File: config.mk
export PLATFORM = sky130hd
export DESIGN_NAME = aes_sub_bytes_ctrl
export DESIGN_NICKNAME = d
export VERILOG_FILES = /design/src/rtl/aes_sub_bytes_ctrl_pkg.sv /design/src/rtl/aes_sub_bytes_ctrl_prd_collect.sv /design/src/rtl/aes_sub_bytes_ctrl.sv
export SDC_FILE = /design/constraint.sdc
export NUM_CORES = 2
export LEC_CHECK = 0
export ABC_AREA = 1
export CAP_MARGIN = 20
export CORE_AREA = 4 4 479 481
export CTS_BUF_LIST = sky130_fd_sc_hd__clkbuf_8 sky130_fd_sc_hd__clkbuf_16
export DETAILED_ROUTE_END_ITERATION = 8
export DIE_AREA = 0 0 483 485
export PLACE_DENSITY = 0.41
export SETUP_SLACK_MARGIN = 0.1
export SLEW_MARGIN = 20
export SYNTH_ARGS = -nofsm -noshare
export SYNTH_HDL_FRONTEND = slang
export SYNTH_SLANG_ARGS = --single-unit
File: constraint.sdc
create_clock -name clk_i -period 31.2 [get_ports clk_i]
set_input_delay 9.36 -clock clk_i [delete_from_list [all_inputs] [get_ports clk_i]]
set_output_delay 9.36 -clock clk_i [all_outputs]
set_load 0.02 [all_outputs]
File: src/rtl/aes_sub_bytes_ctrl_pkg.sv
// Shared constants and types for the masked SubBytes sequencer.
package aes_sub_bytes_ctrl_pkg;

  localparam int WidthPRDSBox = 128;
  localparam int WidthPRDWord = 64;
  localparam int WidthData    = 128;

  // Sp2V (sparse two-value) encoding used on the S-box handshake wires.
  typedef enum logic [2:0] {
    SP2V_HIGH = 3'b011,
    SP2V_LOW  = 3'b100
  } sp2v_e;

  // True only for the two legal Sp2V codes; anything else is a fault.
  function automatic logic sp2v_is_valid(input logic [2:0] v);
    return (v == SP2V_HIGH) || (v == SP2V_LOW);
  endfunction

endpackage

File: src/rtl/aes_sub_bytes_ctrl_prd_collect.sv
// Assembles two 64-bit PRNG words into the 128-bit PRD for the S-boxes.
module aes_prd_collect
  import aes_sub_bytes_ctrl_pkg::*;
(
  input  logic                    clk_i,
  input  logic                    rst_i,
  input  logic                    req_i,
  input  logic                    ack_i,
  input  logic [WidthPRDWord-1:0] word_i,
  output logic                    done_o,
  output logic [WidthPRDSBox-1:0] prd_o
);

  logic                    cnt_q, cnt_d;
  logic [WidthPRDSBox-1:0] buf_q, buf_d;

  // Write the acknowledged word into the half selected by the word counter.
  always_comb begin
    cnt_d = cnt_q;
    buf_d = buf_q;
    if (req_i && ack_i) begin
      cnt_d = ~cnt_q;
      if (cnt_q) begin
        buf_d[WidthPRDSBox-1 -: WidthPRDWord] = word_i;
      end else begin
        buf_d[WidthPRDWord-1:0] = word_i;
      end
    end else begin
      cnt_d = cnt_q;
    end
  end

  // Counter and buffer state; reset discards any partially collected PRD.
  always_ff @(posedge clk_i or posedge rst_i) begin
    if (rst_i) begin
      cnt_q <= 1'b0;
      buf_q <= '0;
    end else begin
      cnt_q <= cnt_d;
      buf_q <= buf_d;
    end
  end

  // The second acknowledged word completes the PRD.
  assign done_o = req_i & ack_i & cnt_q;
  assign prd_o  = buf_q;

endmodule

File: src/rtl/aes_sub_bytes_ctrl.sv
// Sequencer in front of the masked SubBytes stage: captures the masked state,
// fetches PRD, drives the Sp2V S-box handshake and hands the result on.
module aes_sub_bytes_ctrl
  import aes_sub_bytes_ctrl_pkg::*;
#(
  parameter int unsigned SboxTimeout = 32,
  parameter bit          PrdRefresh  = 1'b1
) (
  input  logic                    clk_i,
  input  logic                    rst_i,
  input  logic                    in_valid_i,
  output logic                    in_ready_o,
  input  logic [WidthData-1:0]    in_data_i,
  input  logic [WidthData-1:0]    in_mask_i,
  output logic                    prd_req_o,
  input  logic                    prd_ack_i,
  input  logic [WidthPRDWord-1:0] prd_data_i,
  output logic [2:0]              sb_en_o,
  output logic                    sb_prd_we_o,
  input  logic [2:0]              sb_out_req_i,
  output logic [2:0]              sb_out_ack_o,
  output logic [WidthData-1:0]    sb_data_o,
  output logic [WidthData-1:0]    sb_mask_o,
  output logic [WidthPRDSBox-1:0] sb_prd_o,
  input  logic [WidthData-1:0]    sb_data_i,
  input  logic [WidthData-1:0]    sb_mask_i,
  output logic                    out_valid_o,
  input  logic                    out_ready_i,
  output logic [WidthData-1:0]    out_data_o,
  output logic [WidthData-1:0]    out_mask_o,
  output logic                    err_o
);

  localparam logic [8:0] TmoLimit = 9'(SboxTimeout);

  // Pairwise Hamming distance of at least 3 so single upsets land in default.
  typedef enum logic [5:0] {
    ST_IDLE      = 6'b000000,
    ST_PRD_FETCH = 6'b000111,
    ST_PRD_LOAD  = 6'b011001,
    ST_SBOX      = 6'b101010,
    ST_OUT       = 6'b110100,
    ST_ERROR     = 6'b111111
  } state_e;

  state_e               state_q, state_d;
  logic [7:0]           tmo_q, tmo_d;
  logic [8:0]           tmo_inc;
  logic                 prd_loaded_q, prd_loaded_d;
  logic [WidthData-1:0] data_q, data_d, mask_q, mask_d;
  logic [WidthData-1:0] res_data_q, res_data_d, res_mask_q, res_mask_d;
  logic                 in_ready_q, in_ready_d;
  logic                 prd_req_q, prd_req_d;
  logic                 prd_we_q, prd_we_d;
  logic [2:0]           sb_en_q, sb_en_d;
  logic                 out_valid_q, out_valid_d;
  logic                 err_q, err_d;
  logic                 prd_done;

  aes_prd_collect u_prd_collect (
    .clk_i  (clk_i),
    .rst_i  (rst_i),
    .req_i  (prd_req_q),
    .ack_i  (prd_ack_i),
    .word_i (prd_data_i),
    .done_o (prd_done),
    .prd_o  (sb_prd_o)
  );

  // Next-state, operand capture, result capture and S-box stall watchdog.
  always_comb begin
    state_d      = state_q;
    tmo_d        = 8'd0;
    tmo_inc      = {1'b0, tmo_q} + 9'd1;
    prd_loaded_d = prd_loaded_q;
    data_d       = data_q;
    mask_d       = mask_q;
    res_data_d   = res_data_q;
    res_mask_d   = res_mask_q;
    case (state_q)
      ST_IDLE: begin
        if (in_valid_i && in_ready_q) begin
          data_d = in_data_i;
          mask_d = in_mask_i;
          if (PrdRefresh || !prd_loaded_q) begin
            state_d = ST_PRD_FETCH;
          end else begin
            state_d = ST_SBOX;
          end
        end else begin
          state_d = ST_IDLE;
        end
      end
      ST_PRD_FETCH: begin
        if (prd_done) begin
          state_d = ST_PRD_LOAD;
        end else begin
          state_d = ST_PRD_FETCH;
        end
      end
      ST_PRD_LOAD: begin
        prd_loaded_d = 1'b1;
        state_d      = ST_SBOX;
      end
      ST_SBOX: begin
        if (!sp2v_is_valid(sb_out_req_i)) begin
          state_d = ST_ERROR;
        end else if (sb_out_req_i == SP2V_HIGH) begin
          res_data_d = sb_data_i;
          res_mask_d = sb_mask_i;
          state_d    = ST_OUT;
        end else if (tmo_inc >= TmoLimit) begin
          state_d = ST_ERROR;
        end else begin
          tmo_d   = tmo_inc[7:0];
          state_d = ST_SBOX;
        end
      end
      ST_OUT: begin
        if (out_ready_i) begin
          state_d = ST_IDLE;
        end else begin
          state_d = ST_OUT;
        end
      end
      ST_ERROR: begin
        state_d = ST_ERROR;
      end
      default: begin
        state_d = ST_ERROR;
      end
    endcase
  end

  // Output values for the upcoming state, so every handshake output is a flop.
  always_comb begin
    in_ready_d  = 1'b0;
    prd_req_d   = 1'b0;
    prd_we_d    = 1'b0;
    sb_en_d     = SP2V_LOW;
    out_valid_d = 1'b0;
    err_d       = 1'b0;
    case (state_d)
      ST_IDLE:      in_ready_d  = 1'b1;
      ST_PRD_FETCH: prd_req_d   = 1'b1;
      ST_PRD_LOAD:  prd_we_d    = 1'b1;
      ST_SBOX:      sb_en_d     = SP2V_HIGH;
      ST_OUT:       out_valid_d = 1'b1;
      ST_ERROR:     err_d       = 1'b1;
      default:      err_d       = 1'b1;
    endcase
  end

  // All sequential state of the sequencer.
  always_ff @(posedge clk_i or posedge rst_i) begin
    if (rst_i) begin
      state_q      <= ST_IDLE;
      tmo_q        <= 8'd0;
      prd_loaded_q <= 1'b0;
      data_q       <= '0;
      mask_q       <= '0;
      res_data_q   <= '0;
      res_mask_q   <= '0;
      in_ready_q   <= 1'b1;
      prd_req_q    <= 1'b0;
      prd_we_q     <= 1'b0;
      sb_en_q      <= SP2V_LOW;
      out_valid_q  <= 1'b0;
      err_q        <= 1'b0;
    end else begin
      state_q      <= state_d;
      tmo_q        <= tmo_d;
      prd_loaded_q <= prd_loaded_d;
      data_q       <= data_d;
      mask_q       <= mask_d;
      res_data_q   <= res_data_d;
      res_mask_q   <= res_mask_d;
      in_ready_q   <= in_ready_d;
      prd_req_q    <= prd_req_d;
      prd_we_q     <= prd_we_d;
      sb_en_q      <= sb_en_d;
      out_valid_q  <= out_valid_d;
      err_q        <= err_d;
    end
  end

  // The acknowledge must answer the request in the same cycle.
  always_comb begin
    if ((state_q == ST_SBOX) && (sb_out_req_i == SP2V_HIGH)) begin
      sb_out_ack_o = SP2V_HIGH;
    end else begin
      sb_out_ack_o = SP2V_LOW;
    end
  end

  assign in_ready_o  = in_ready_q;
  assign prd_req_o   = prd_req_q;
  assign sb_prd_we_o = prd_we_q;
  assign sb_en_o     = sb_en_q;
  assign sb_data_o   = data_q;
  assign sb_mask_o   = mask_q;
  assign out_valid_o = out_valid_q;
  assign out_data_o  = res_data_q;
  assign out_mask_o  = res_mask_q;
  assign err_o       = err_q;

endmodule

==> reports/summary.txt <==
Outcome: finished, final reports clean
Dpl ws: 10,190 ps
Drt via density: 3.25
Post-synth top area cell: dfrtp_1
Clock Tree Buf Depth: 3
Max Cap Viol: 0
First-pass GRT wire length: 187,000 um
Commonest non-fill, non-tap cells in the layout: nand2_1 (1,692), clkdlybuf4s50_1 (1,234), dfrtp_1 (660)
Min-Delay Path Depth: 2
Finished Layout Cells: 7,045
Vias in the first global route: 23,800
Nature of the critical path startpoint: input pin
Setup CP Type: in2out
CP dominant cell by count: clkdlybuf4s50_1
Yosys warning total: 0
Total number of vias: 22,900
Gr usage total: 11.0%
Starting Density: 11.1%
Row count: 174
Fin util: 19.3%
Worst EP required: 21,840 ps
Max Freq: 47.8 MHz
CORE AREA: 0.225 sq mm
Slew headroom: 33.9%
Placed insts: 6,878
P&R area growth vs syn: 73.7%
Setup ws final: 10,290 ps
Area fraction of the dominant cell type after synthesis: 66.1%
Period utilization: 67.0%
Least-Margin Pin Slew: 991 ps
H-tree depth: 3
Hpwl dp: 102,000 um
Post-CTS setup buffers: 0
RSZ-0062 raised after global routing: false
Hold Fails Final Rpt: 0
Initial antenna violation count: 31
Maximum vdd drop: 0.0359 mV
Tmin final: 20,910 ps
Drt first pass iters: 7
Die area: 0.234 sq mm
Crit. End Element: output pin
Clock Latency Late Sink: 730 ps
Slowest stage cell, crit path: clkdlybuf4s50_1
1st-iter DRT viols: 1,092
Worst EP arrival: 11,550 ps
Final setup vio count: 0
Hold/Removal Path Class: reg2reg
Post-Syn Instances: 2,771
Routed len/inst: 18.9 um
Area contributors post-synth: dfrtp_1 (66%), nand2_1 (25%), o21ai_0 (2.6%), buf_2 (1.5%), inv_1 (1.3%)
Worst-path clk slew: 60 ps
Synth cell types: 24
Placer Congestion: 0.814
Synth Area per Inst: 9.02 sq um
Post_cts resized: 0
CTS Buf Count: 87
# IOs: 1,235
Hold-fix buffers, CTS: 0
Die X: 483 um
Reg2reg path depth: 8
DRC: 0
Clock sink count: 662
Setup TNS: 0 ps
Max incr delay on CP: 720 ps
Die height: 485 um
Static Leak: 0.0205 uW
Crit-path cells: clkdlybuf4s50_1 -> nand3_1 -> nor2_4 -> buf_4 -> clkdlybuf4s50_1
Worst-path fanout max: 52
Share of cells above drive strength 1: 4.23%
Port Buffer Count: 1,234
ANT nets after route: 0
Post-Syn Area: 0.0250 sq mm
Worst Skew: 72.8 ps
Cell Pwr Density: 46.8 mW/mm^2
Clk root buf: clkbuf_16
Largest net degree at the start of global routing: 175
DRT Wirelength: 133,000 um
#FFs+latches synth: 662
GRT overflow: 0
Post-synthesis sequential area ratio: 66.3%
Most common cell after layout, fill and taps aside: nand2_1
CTS tree: done
Fin nets: 4,561
Fin. max-slew vios: 0
==> where the power goes <==
group	internal [uW]	leakage (uW)	switching, uW
clock	568	0.00149	435
combinational	86.4	0.00992	65.5
sequential	870	0.00912	6.37
total	1520	0.0205	507
==> flip-flops by register name, summed over array words and instances, names as in the netlist, 2 cells and up <==
| name | flops |
|---|---|
| sb_en_o | 2 |
| tmo_q | 8 |
| sb_data_o | 128 |
| u_prd_collect.prd_o | 128 |
| out_data_o | 128 |
| state_q | 6 |
| out_mask_o | 128 |
| sb_mask_o | 128 |
==> cell type report <==
| type | instances | area [sq um] |
|---|---|---|
| diodes | 10 | 25.0 |
| multi-input cells | 1883 | 7340 |
| clock inverters | 51 | 434 |
| repair buffers | 1255 | 12500 |
| clock buffers | 106 | 2440 |
| well taps | 2992 | 3740 |
| flip-flops and latches | 662 | 16600 |
| inverters | 86 | 345 |
| fillers | 25000 | 181000 |
==> cells by family after synthesis <==
kind of cell               synth area share, %
buffers and inverters                     4.51
xor gates and xnor gates                0.0701
and+or+nand+nor                           26.5
adders and majority gates                0.100
other                                   0.0150
AOI/OAI and AO/OA                         2.58
DFF                                       66.3
==> worst max-delay path, delay by kind of cell <==
kind / cells / cell delay (ps)
buf+inv: 3 / 1710
simple gates: 2 / 460
==> through the flow <==
step	hold slack (ps)	total power (uW)	area [sq um]
detailed placement	457	1050	40500
global placement	453	1050	40500
floorplan	461	927	25000
CTS	471	2090	43400
global route	477	2130	43400
finish	466	2030	43400
==> worst paths after layout <==
kind	endpoint	slack, ps	startpoint
worst min register to register	out_mask_o[101]	470	out_mask_o[101]
worst min-delay path	out_mask_o[101]	470	out_mask_o[101]
min in group asynchronous	sb_mask_o[90]	9190	rst_i
worst max register to register	sb_data_o[114]	27530	in_ready_o
max in group asynchronous	sb_data_o[60]	18550	rst_i
worst max-delay path	sb_out_ack_o[1]	10290	sb_out_req_i[1]
==> Yosys cell counts, drive strengths merged <==
cell type,n
or2,1
conb,1
ha,2
nor2,33
dfrtp,660
xor2,2
clkbuf,39
dfstp,2
inv,86
o21ai,128
nor3,2
nand2,1693
buf,103
nand3b,1
a21oi,1
nand3,15
nand4,2
==> layer usage <==
| layer | GRT usage (%) | vias up | share of wire [%] |
|---|---|---|---|
| met2 | 18.6 | 957 | 48 |
| met5 | 0 | - | 0.17 |
| met4 | 2.95 | 32 | 1.9 |
| li1 | - | 10800 | - |
| met1 | 12.5 | 10900 | 40 |
| met3 | 4.77 | 150 | 9.8 |
(Power assumes the default switching activity.)
